## config.mk

```make
export PLATFORM = sky130hd
export DESIGN_NAME = countdown_timer
export DESIGN_NICKNAME = d
export VERILOG_FILES = /design/src/rtl/countdown_timer.sv
export SDC_FILE = /design/constraint.sdc
export NUM_CORES = 1
export LEC_CHECK = 0
export BUFFER_PORTS_ARGS = -buffer_cell sky130_fd_sc_hd__buf_2
export CORE_MARGIN = 2
export CORE_UTILIZATION = 50
export CTS_CLUSTER_DIAMETER = 60
export DETAILED_ROUTE_END_ITERATION = 10
export PLACE_DENSITY_LB_ADDON = 0.3
export SYNTH_ARGS = -nofsm -noshare
export SYNTH_HDL_FRONTEND = slang
export SYNTH_SLANG_ARGS = --single-unit
```

## constraint.sdc

```tcl
create_clock -name clk -period 3.9 [get_ports clk]
set_input_delay 0.78 -clock clk [delete_from_list [all_inputs] [get_ports clk]]
set_output_delay 0.78 -clock clk [all_outputs]
set_load 0.01 [all_outputs]
```

## src/rtl/countdown_timer.sv

```systemverilog
// ============================================================================
// Module   : countdown_timer
// Brief    : Two-digit BCD countdown driven by edge-detected clk_N ticks, with
//            start/pause/load control. Optional macro:
//            COUNTDOWN_TIMER_AUTORELOAD_EN (reload preset at 00 instead of DONE).
// Revision : 1.0  initial release
// ============================================================================
`default_nettype none

module countdown_timer #(
    parameter logic [7:0] DEFAULT_PRESET = 8'h59
) (
    input  logic       clk,
    input  logic       rst,
    input  logic       clk_N,
    input  logic       start,
    input  logic       pause,
    input  logic       load,
    input  logic [7:0] preset_bcd,
    output logic [7:0] count_bcd,
    output logic       running,
    output logic       expired,
    output logic       done
);

    typedef enum logic [1:0] {
        S_IDLE  = 2'd0,
        S_RUN   = 2'd1,
        S_PAUSE = 2'd2,
        S_DONE  = 2'd3
    } state_t;

    state_t     r_state;
    state_t     w_next_state;
    logic [7:0] r_pre;
    logic [7:0] w_next_pre;
    logic [7:0] w_next_count;
    logic [7:0] w_dec;
    logic       w_done_set;
    logic       r_s1;
    logic       r_s2;
    logic       w_tick;
    logic       w_load_ok;

    assign w_tick    = r_s1 & ~r_s2;
    assign w_load_ok = load && (preset_bcd[7:4] <= 4'd9) && (preset_bcd[3:0] <= 4'd9)
                       && (preset_bcd != 8'h00);
    // BCD borrow: ones wrap to 9 and tens drop by one
    assign w_dec     = (count_bcd[3:0] != 4'd0) ? {count_bcd[7:4], count_bcd[3:0] - 4'd1}
                                                : {count_bcd[7:4] - 4'd1, 4'd9};

    always_comb begin
        w_next_state = r_state;
        w_next_count = count_bcd;
        w_next_pre   = r_pre;
        w_done_set   = 1'b0;
        if (w_load_ok) begin
            w_next_state = S_IDLE;
            w_next_count = preset_bcd;
            w_next_pre   = preset_bcd;
        end else begin
            case (r_state)
                S_IDLE: begin
                    if (!pause && start && (count_bcd != 8'h00))
                        w_next_state = S_RUN;
                end
                S_RUN: begin
                    if (pause) begin
                        w_next_state = S_PAUSE;
                    end else if (w_tick) begin
`ifdef COUNTDOWN_TIMER_AUTORELOAD_EN
                        if (count_bcd == 8'h00) begin
                            w_next_count = r_pre;
                        end else begin
                            w_next_count = w_dec;
                            w_done_set   = (w_dec == 8'h00);
                        end
`else
                        w_next_count = w_dec;
                        if (w_dec == 8'h00) begin
                            w_done_set   = 1'b1;
                            w_next_state = S_DONE;
                        end
`endif
                    end
                end
                S_PAUSE: begin
                    if (!pause && start)
                        w_next_state = S_RUN;
                end
                S_DONE: begin
                    if (!pause && start) begin
                        w_next_count = r_pre;
                        w_next_state = S_RUN;
                    end
                end
                default: w_next_state = S_IDLE;
            endcase
        end
    end

    always_ff @(posedge clk) begin
        if (rst) begin
            r_s1      <= 1'b0;
            r_s2      <= 1'b0;
            r_state   <= S_IDLE;
            r_pre     <= DEFAULT_PRESET;
            count_bcd <= DEFAULT_PRESET;
            running   <= 1'b0;
            expired   <= 1'b0;
            done      <= 1'b0;
        end else begin
            r_s1      <= clk_N;
            r_s2      <= r_s1;
            r_state   <= w_next_state;
            r_pre     <= w_next_pre;
            count_bcd <= w_next_count;
            running   <= (w_next_state == S_RUN);
`ifdef COUNTDOWN_TIMER_AUTORELOAD_EN
            expired   <= 1'b0;
`else
            expired   <= (w_next_state == S_DONE);
`endif
            done      <= w_done_set;
        end
    end

endmodule

`default_nettype wire

```

## Word level (Yosys, flattened, before mapping)

Index checks and enable logic that the tools add are counted.

- Flip-flop bits (word level): 23
- Bits of input ports: 14
- Output and inout bits: 11
- Logic and storage cells: 53

- Add/subtract/negate cells: 2
- $lt $le $gt $ge: 2
- Equality and inequality tests: 8
- Multiplexer cells: 14
- Bitwise gates (word level): 4
- Reduce and logical (&&, ||, !) cells: 15

Operator list:

| cell | count |
|---|---|
| 2-to-1 mux 8 bit | 5 |
| one-hot mux 8 bit (2 select lines) | 1 |
| nonzero test 8 bit | 2 |
| 2-to-1 mux 2 bit | 6 |
| inequality test 3 bit (second input constant) | 3 |
| less-or-equal comparator 4 bit (second input constant) | 2 |
| zero test 8 bit | 1 |
| subtractor 4 x 1 -> 4 bit (second input constant) | 2 |
| == test 2 bit (second input constant) | 3 |
| one-hot mux 2 bit (3 select lines) | 1 |
| logical AND 1 bit | 5 |
| OR reduction 5 bit | 1 |
| == test 2 x 1 -> 1 bit (second input constant) | 2 |
| AND reduction 4 bit | 1 |
| nonzero test 4 bit | 1 |
| NOT 1 bit | 3 |
| nonzero test 3 bit | 1 |
| zero test 2 bit | 1 |
| OR reduction 2 bit | 1 |
| AND 1 bit | 1 |
| zero test 1 bit | 1 |
| 2-to-1 mux 1 bit | 1 |

## Longest topological paths before layout

Gate-level depths: netlist of run 1.

- Word-level depth: 9
- Mapped depth: 6
- Gate-level depth less buffers: 6

## Worst setup path before layout of run 1

No wires, ideal clock.

- Path kind: input to register
- Start: in preset_bcd[1]
- End: reg count_bcd[5]
- Setup time: 0.079 ns
- Data arrival time: 2.059 ns
- Data required time: 3.821 ns
- Setup slack: 1.762 ns
- Cell stages on the path: 5
- Path buffers: 1
- Cell sequence: or4_1 -> nor2_1 -> clkbuf_1 -> o2111ai_1 -> o211ai_1

- Cells in the longest elaborated chain, start to end: 5
- Elaborated cells on any way between the ends: 10
- Classes of those cells: order compare: 1; eq/ne: 3; mux: 1; reduce/logical: 5

RTL lines:

| element | line | source |
|---|---|---|
| start: declaration | 19 | `input logic [7:0] preset_bcd,` |
| less-or-equal comparator 4 bit | 46 | `assign w_load_ok = load && (preset_bcd[7:4] <= 4'd9) && (preset_bcd[3:0] <= 4'd9)` |
| logical AND 1 bit | 46 |  |
| logical AND 1 bit * | 47 | `&& (preset_bcd != 8'h00);` |
| inequality test 3 bit (no line) or nonzero test 3 bit (tied branches) | -- |  |
| AND reduction 4 bit (no line) | -- |  |
| end signal: assignment | 117 | `count_bcd <= w_next_count;` |
| end: declaration | 20 | `output logic [7:0] count_bcd,` |

Mark *: on every way between the ends. The rest lies on a longest branch, timed or not.
A chain may end at the register's enable or synchronous reset.

## Final worst setup path of run 1

- Start: in preset_bcd[7]
- End: reg running

- Cells in the longest elaborated chain, start to end: 6
- Elaborated cells on any way between the ends: 7
- Classes of those cells: order compare: 1; eq/ne: 1; mux: 1; reduce/logical: 4

RTL lines:

| element | line | source |
|---|---|---|
| less-or-equal comparator 4 bit | 46 |  |
| logical AND 1 bit (2 in series) | 46 |  |
| logical AND 1 bit * | 47 |  |
| 2-to-1 mux 2 bit * | 57 | `if (w_load_ok) begin` |
| == test 2 x 1 -> 1 bit * | 118 | `running <= (w_next_state == S_RUN);` |
| end signal: assignment | 118 |  |
| end: declaration | 21 | `output logic running,` |

Marked as above.

==> impl_metrics.yaml, run 1 <==
critical_path:
  crit_type: "in -> reg"
  cp_max_fo: 15
  cp.required_ps: 4140
  start_kind: "input port"
  end_kind: "register"
  arrival_ps: 2320
cells_and_area:
  syn2layout_area_growth_pct: 11.6
  nNetsFinal: 193
  fin_util: 0.574
  stdcell_area_um2: 1380
  antenna_cells: 0
  drive_gt1_frac: 0.193
  seqCellArea_um2: 460
  multi_input_area_um2: 708
  fill_cells: 228
die:
  start_util: 0.515
  ios: 25
  std_cell_rows: 18
  core_area_um2: 2410
  fp.dieH_um: 53.8
  die_x_um: 53.8
  die-area_um2: 2890
cts:
  postCtsHoldBufs: 0
  cts_resized: 0
  h-tree-depth: 1
  cts.reportedPaths.clkPinSlew_ps: 140
  cts_setup_buffers: 0
  cts_buffer_depth: 2
  cts_tree: "done"
  numCtsBuffers: 3
  cts_sinks: 23
  cts_root_buf: "clkbuf_4"
  clk_latency_ps: 310
global_route:
  grt.total_usage: 0.226
  grt_pass1_wl_um: 4820
  grt_overflow_total: 0
  grt_pass1_vias: 1062
  antenna_found_initial: 0
  grt_max_degree: 16
yosys:
  yosys_warnings: 0
  synthFlopType: "dfxtp_1"
  synth_seq_cells: 23
  yosys-top-cells-area: "dfxtp_1 (37%), a21oi_1 (6.9%), o21ai_0 (6.5%)"
  synth_edf_count: 0
  syn_area_um2: 1240
  synth_cell_type_count: 40
  ys_seq_area_frac: 0.371
  yosysTopAreaCellShare: 0.371
  yosysTopAreaCell: "dfxtp_1"
  syn_nets: 172
  async_flop_share: 0
  syn_avg_cell_area_um2: 7.95
  postSynthCellCount: 156
placement:
  numPortBuffers: 24
  post-place-ws_ps: 1490
  gp_congestion: 0.882
  placed_area_um2: 1360
  dpl.hpwl_um: 2170
drt:
  routed_wl_um: 2870
  first_iter_violations: 47
  post-route-drc-count: 0
  dr.pass1.iters: 4
  routedWlPerCell_um: 13.9
  via_per_inst: 5.89
  vias: 1213
  final_antenna_net_count: 0
sta:
  finalCritPeriodShare: 0.534
  worst_slack_ps: 1820
  hold_viol_final: 0
  rsz0062_at_grt: "false"
  setup_viol: 0
  slew_viol_final: 0
  min_period_ps: 2080
  tns_ps: 0
  fmax_mhz: 481
  fin_worst_skew_ps: 13.4
  tightest_slew_ps: 588
  maxSlewHeadroom: 0.604
flow_run:
  cap_violations: 0
pwr:
  power.density_cell_area_nw_per_um2: 319
  leakage_nw: 0.535
  power_mw: 0.441
  ir_drop_v: 0.000184
hold_path:
  hp-class: "reg -> reg"
run_status:
  outcome: "finished, final reports clean"
## path summary, 6_finish.rpt
path                             start                   endpoint  slack (ps)  cells after the start
max                      preset_bcd[7]         running$_SDFF_PP0_        1820                      6
min              r_pre[3]$_SDFFE_PP1P_      r_pre[3]$_SDFFE_PP1P_         480                      2
max reg2reg  count_bcd[0]$_SDFFE_PP1P_  count_bcd[6]$_SDFFE_PP1P_        1960                      4
min reg2reg      r_pre[3]$_SDFFE_PP1P_      r_pre[3]$_SDFFE_PP1P_         480                      2
## power breakdown
part	internal (mW)	total, mW	leakage, nW	switching (mW)
clock network	0.0383	0.113	0.0177	0.0743
registers	0.248	0.264	0.189	0.0156
logic	0.0280	0.0653	0.329	0.0372
total	0.314	0.441	0.535	0.127
## sequential cells by signal, indices dropped and copies added (netlist names)
| register | cells |
|---|---|
| done | 1 |
| count_bcd | 8 |
| r_s1 | 1 |
| r_s2 | 1 |
| r_pre | 8 |
| r_state | 2 |
| running | 1 |
| expired | 1 |
## final cells by class
class                           instances  share of cell area
Multi-Input combinational cell        118               0.512
Sequential cell                        23               0.333
Clock buffer                            3              0.0163
Clock inverter                          1             0.00362
Inverter                                6              0.0163
Timing Repair Buffer                   25              0.0922
Tap cell                               30              0.0271
## through the flow
step,hold WS [ps],cells
after floorplan,434,156
after global placement,459,202
after detailed placement,456,202
after CTS,476,206
after global routing,508,206
final,476,206
## layer usage
layer  track usage  vias to the layer above  wire, um
li1              -                      620         -
met1         0.315                      547      1300
met2         0.354                       42      1380
met3        0.0417                        4       154
met4        0.0641                        0        34
met5             0                        -         0
## cell families after synthesis
logic type | share of synthesized area
adders and majority gates | 0.0202
AOI/OAI and AO/OA | 0.262
muxes | 0.0161
buffers and inverters | 0.0575
and+or+nand+nor | 0.272
DFF | 0.371
## layout by cell type (no fill, tap or decap), drive strengths merged, types with 2 or more instances in the layout
cell     n
or4      3
a21oi   17
o31ai    4
a211oi   2
nor2     8
and3     2
a311oi   2
nand4    2
nand2   14
buf     25
or2      2
nor4     4
nor3     6
nand2b   4
nor2b    3
o21ai   16
mux2i    2
a21o     2
ha       2
dfxtp   23
nand3    6
inv      6
clkbuf   3
o211ai   2
## synth_stat cells (3+ instances only)
library cell / count
nand3_1: 6
o31ai_1: 4
nand2_1: 14
dfxtp_1: 23
clkbuf_1: 7
nor3_1: 6
or4_1: 3
nor2b_1: 3
o21ai_0: 16
a21oi_1: 17
nor2_1: 8
inv_1: 6
nor4_1: 3
nand2b_1: 4
## critical path, cell delays in order
cell and delay [ps]:
buf_2 120, or4_1 550, nor2_1 110, buf_4 190, o21ai_0 240, nor4bb_1 310
No activity file was read; power rests on OpenSTA's default activity.
==> run 2, diff against run 1 <==
--- a/config.mk
+++ b/config.mk
@@ -7,7 +7,7 @@
 export LEC_CHECK = 0
 export BUFFER_PORTS_ARGS = -buffer_cell sky130_fd_sc_hd__buf_2
 export CORE_MARGIN = 2
-export CORE_UTILIZATION = 50
+export CORE_UTILIZATION = 48
 export CTS_CLUSTER_DIAMETER = 60
 export DETAILED_ROUTE_END_ITERATION = 10
 export PLACE_DENSITY_LB_ADDON = 0.3
==> constraint.sdc (replaced) <==
create_clock -name clk -period 1.8 [get_ports clk]
set_input_delay 0.36 -clock clk [delete_from_list [all_inputs] [get_ports clk]]
set_output_delay 0.36 -clock clk [all_outputs]
set_load 0.01 [all_outputs]
==> run 2 against run 1 <==
Routed wire length is 9.7% higher. Clock skew is 11 ps lower. Sequential cell count stayed put. Clock power is 110% higher. Critical path type is now reg -> reg.
==> impl_metrics.yaml, run 2 (synthesis gave the netlist of run 1 again) <==
global_route:
  grt_pass1_vias: 1168
  antenna_found_initial: 0
  grtUsageMet2: 0.387
  met3_usage: 0.0328
  grt_pass1_wl_um: 5090
  grt.total_usage: 0.232
  use_met1: 0.311
  grt-busiest-layer: "met2"
  grt_overflow_total: 0
  grt_max_degree: 15
cts:
  clk_latency_ps: 300
  postCtsHoldBufs: 0
  cts.reportedPaths.clkPinSlew_ps: 120
  h-tree-depth: 1
  cts_tree: "done"
  cts_sinks: 23
  cts_root_buf: "clkbuf_4"
  cts_buffer_depth: 2
  numCtsBuffers: 3
placement:
  gp_congestion: 0.924
  dpl.hpwl_um: 2400
  numPortBuffers: 24
critical_path:
  cpPeakStageDelay_ps: 530
  arrival_ps: 1970
  cp_slowest_cell: "or4_1"
  start_kind: "register"
  cp_max_fo: 4
  crit_type: "reg -> reg"
  rr_worst_depth: 4
  cp_cell_sequence: "or3b_4 -> a21o_1 -> or4_1 -> a31oi_1"
  cp.required_ps: 2030
  end_kind: "register"
cells_and_area:
  drive_gt1_frac: 0.273
  reg_top3: "count_bcd (8), r_pre (8), r_state (2)"
  mostFrequentLayoutCell: "buf_2"
  nNetsFinal: 211
  final_cell_mix: "buf_2 (24), dfxtp_1 (22), buf_4 (19)"
  antenna_cells: 0
  syn2layout_area_growth_pct: 23.7
pwr:
  power.density_cell_area_nw_per_um2: 640
  ir_drop_v: 0.000556
  power_mw: 0.982
  leakage_nw: 0.620
flow_run:
  cap_violations: 0
drt:
  first_iter_violations: 35
  routed_wl_um: 3150
  dr.pass1.iters: 4
  via_per_inst: 5.88
  final_antenna_net_count: 0
  vias: 1317
  routedWlPerCell_um: 14.1
  post-route-drc-count: 0
die:
  die-area_um2: 3010
  core_area_um2: 2450
  die_x_um: 54.8
  ios: 25
  fp.dieH_um: 54.8
  std_cell_rows: 18
  start_util: 0.505
sta:
  setup_viol: 0
  whs_ps: 260
  tightest_slew_ps: 598
  fin_worst_skew_ps: 2.30
  min_period_ps: 1730
  finalCritPeriodShare: 0.963
  fmax_mhz: 577
  maxSlewHeadroom: 0.597
  rsz0062_at_grt: "false"
  hold_viol_final: 0
  slew_viol_final: 0
run_status:
  outcome: "finished, final reports clean"
hold_path:
  hold-path-cell-count: 2
  hp-class: "in -> reg"
run 2: cell type report:
class | instances | area, um^2
Clock buffer | 4 | 26.3
Fill cell | 204 | 921
Inverter | 6 | 22.5
Multi-Input combinational cell | 118 | 723
Sequential cell | 23 | 462
Tap cell | 30 | 37.5
Timing Repair Buffer | 43 | 263
run 2: timing repair:
action,in CTS,in global routing
endpoints found under the setup margin,0,1
setup buffers,0,1
gates resized for setup,0,3
run 2: final timing paths:
kind / slack [ps] / start / endpoint
worst max register to register: 70 / r_s2$_SDFF_PP0_ / count_bcd[6]$_SDFFE_PP1P_
worst min-delay path: 260 / clk_N / r_s1$_SDFF_PP0_
worst min register to register: 490 / r_pre[3]$_SDFFE_PP1P_ / r_pre[3]$_SDFFE_PP1P_
worst max-delay path: 70 / r_s2$_SDFF_PP0_ / count_bcd[6]$_SDFFE_PP1P_
run 2: worst max-delay path: cells and delay by family (launching register included):
family / cells / cell delay, ps
AOI/OAI and AO/OA: 2 / 400
and+or+nand+nor: 2 / 930
DFF: 1 / 330
run 2: through the flow:
stage	TNS, ps	instances	worst slack [ps]	utilization	instance area (um^2)
4_1_cts	0	223	5.90	0.619	1520
3_3_place_gp	0	219	2.64	0.608	1490
5_1_grt	0	224	14.4	0.625	1530
6_report	0	224	66.5	0.625	1530
3_5_place_dp	-75.4	219	-39.4	0.608	1490
2_1_floorplan	0	156	10.3	-	1250
run 2: where the power goes:
| group | switching, mW | leakage [nW] | total [mW] | internal (mW) |
|---|---|---|---|---|
| Combinational | 0.0997 | 0.416 | 0.182 | 0.0818 |
| Sequential | 0.0265 | 0.189 | 0.564 | 0.538 |
| Clock | 0.150 | 0.0150 | 0.236 | 0.0862 |
run 2: per-layer routing:
metal,up-vias,share of wire,wire length [um]
met2,48,0.48,1520
met5,-,0,0
met3,2,0.062,196
met4,0,0.0048,15
met1,614,0.45,1420
li1,653,-,-
==> run 3, diff against run 2 <==
==> constraint.sdc (replaced) <==
create_clock -name clk -period 1.8 [get_ports clk]
set_input_delay 0.09 -clock clk [delete_from_list [all_inputs] [get_ports clk]]
set_output_delay 0.09 -clock clk [all_outputs]
set_load 0.01 [all_outputs]
==> run 3 against run 2 <==
Critical path type unchanged. Worst hold slack worse by 260 ps. Highest routed layer unchanged. Critical path depth unchanged. Sequential share of layout area up 0.46 points. Register-to-register slack about the same. Worst setup slack better by 13 ps. Count of clock-buffer cells in the layout unchanged. Via count up 1.6%.
==> impl_metrics.yaml, run 3 (synthesis gave the netlist of run 1 again) <==
sta:
  min_period_ps: 1720
  finalCritPeriodShare: 0.956
  whs_ps: 3.50
  hold_viol_final: 0
  maxSlewHeadroom: 0.533
  slew_viol_final: 0
  fin_worst_skew_ps: 1.07
  fmax_mhz: 581
  setup_viol: 0
  rsz0062_at_grt: "false"
  tightest_slew_ps: 694
  tns_ps: 0
cts:
  cts_buffer_depth: 2
  cts_tree: "done"
  h-tree-depth: 1
  cts.reportedPaths.clkPinSlew_ps: 120
  clk_latency_ps: 320
  cts_sinks: 23
  cts_root_buf: "clkbuf_4"
  numCtsBuffers: 3
cells_and_area:
  fill_cells: 234
  reg_top3: "count_bcd (8), r_pre (8), r_state (2)"
  mostFrequentLayoutCell: "buf_2"
  final_cell_mix: "buf_2 (24), dfxtp_1 (21), a21oi_1 (17)"
  drive_gt1_frac: 0.263
  antenna_cells: 0
  syn2layout_area_growth_pct: 22.2
  nNetsFinal: 207
global_route:
  grt_pass1_vias: 1147
  antenna_found_initial: 0
  grt_overflow_total: 0
  grt.total_usage: 0.252
  grt_pass1_wl_um: 5400
  grt_max_degree: 15
die:
  core_area_um2: 2450
  start_util: 0.505
  die-area_um2: 3010
  die_x_um: 54.8
  ios: 25
  std_cell_rows: 18
  fp.dieH_um: 54.8
placement:
  dpl.hpwl_um: 2530
  numPortBuffers: 24
  gp_congestion: 0.925
pwr:
  seq_power_share: 0.576
  power.share.clock: 0.250
  swShare: 0.292
  ir_drop_v: 0.000468
  power_mw: 0.988
  switchingPower_mw: 0.289
  power.density_cell_area_nw_per_um2: 652
  power_frac_comb: 0.174
  leakage_nw: 0.604
  p_int_mw: 0.700
critical_path:
  crit_type: "reg -> reg"
  arrival_ps: 1980
  cp.required_ps: 2060
  cp_max_fo: 6
  end_kind: "register"
  start_kind: "register"
drt:
  routedWlPerCell_um: 15.5
  post-route-drc-count: 0
  routed_wl_um: 3400
  via_per_inst: 6.08
  first_iter_violations: 25
  dr.pass1.iters: 4
  final_antenna_net_count: 0
  vias: 1338
run_status:
  outcome: "finished, final reports clean"
hold_path:
  hp-class: "in -> reg"
flow_run:
  cap_violations: 0
## run 3: changes by cell type in the layout (fill, tap and decap cells not counted), sizes merged
cell and delta:
buf -5, dlygate4sd3 +1
## run 3: critical path, stage by stage, from the launching register on
cell and delay, ps:
dfxtp_1 340, or3b_4 410, a21o_4 240, or4_1 540, a31oi_1 130
## run 3: final timing paths
check | start | to | slack, ps | depth (start not counted)
setup / recovery | r_s2$_SDFF_PP0_ | count_bcd[6]$_SDFFE_PP1P_ | 80 | 4
hold reg to reg | r_pre[3]$_SDFFE_PP1P_ | r_pre[3]$_SDFFE_PP1P_ | 480 | 2
setup reg to reg | r_s2$_SDFF_PP0_ | count_bcd[6]$_SDFFE_PP1P_ | 80 | 4
hold / removal | clk_N | r_s1$_SDFF_PP0_ | 4 | 2
## run 3: per-stage QoR
stage          area [um^2]  worst slack (ps)   util  instances
4_1_cts               1480              28.6  0.604        218
3_5_place_dp          1450              62.1  0.590        213
3_3_place_gp          1450               125  0.590        213
6_report              1520              79.6  0.617        220
5_1_grt               1520              18.2  0.617        220
2_1_floorplan         1250              10.3      -        156
## run 3: power by group through the flow
stage	registers, mW	logic [mW]	clock network (mW)
after floorplan	0.576	0.0950	0
after global placement	0.576	0.159	0
after detailed placement	0.578	0.165	0
after CTS	0.567	0.167	0.246
after global routing	0.574	0.191	0.281
final	0.569	0.172	0.247
## run 3: cell type report
class                   count  area (um^2)  area share
repair buffers             39          235       0.155
inverters                   6         22.5      0.0149
clock buffers               4         26.3      0.0173
flip-flops and latches     23          463       0.306
multi-input cells         118          731       0.482
well taps                  30         37.5      0.0248
## run 3: per-layer routing
layer  wire (um)  global-route usage  vias up
met1        1480               0.340      628
met3         207              0.0410        4
met2        1680               0.413       57
li1            -                   -      649
met4          30              0.0625        0
met5           0                   0        -
## run 3: timing repair
item,CTS,global route
hold buffers,1,0
endpoints found under the hold margin,1,0
gates resized for setup,0,4
setup buffers,0,2
endpoints found under the setup margin,0,2
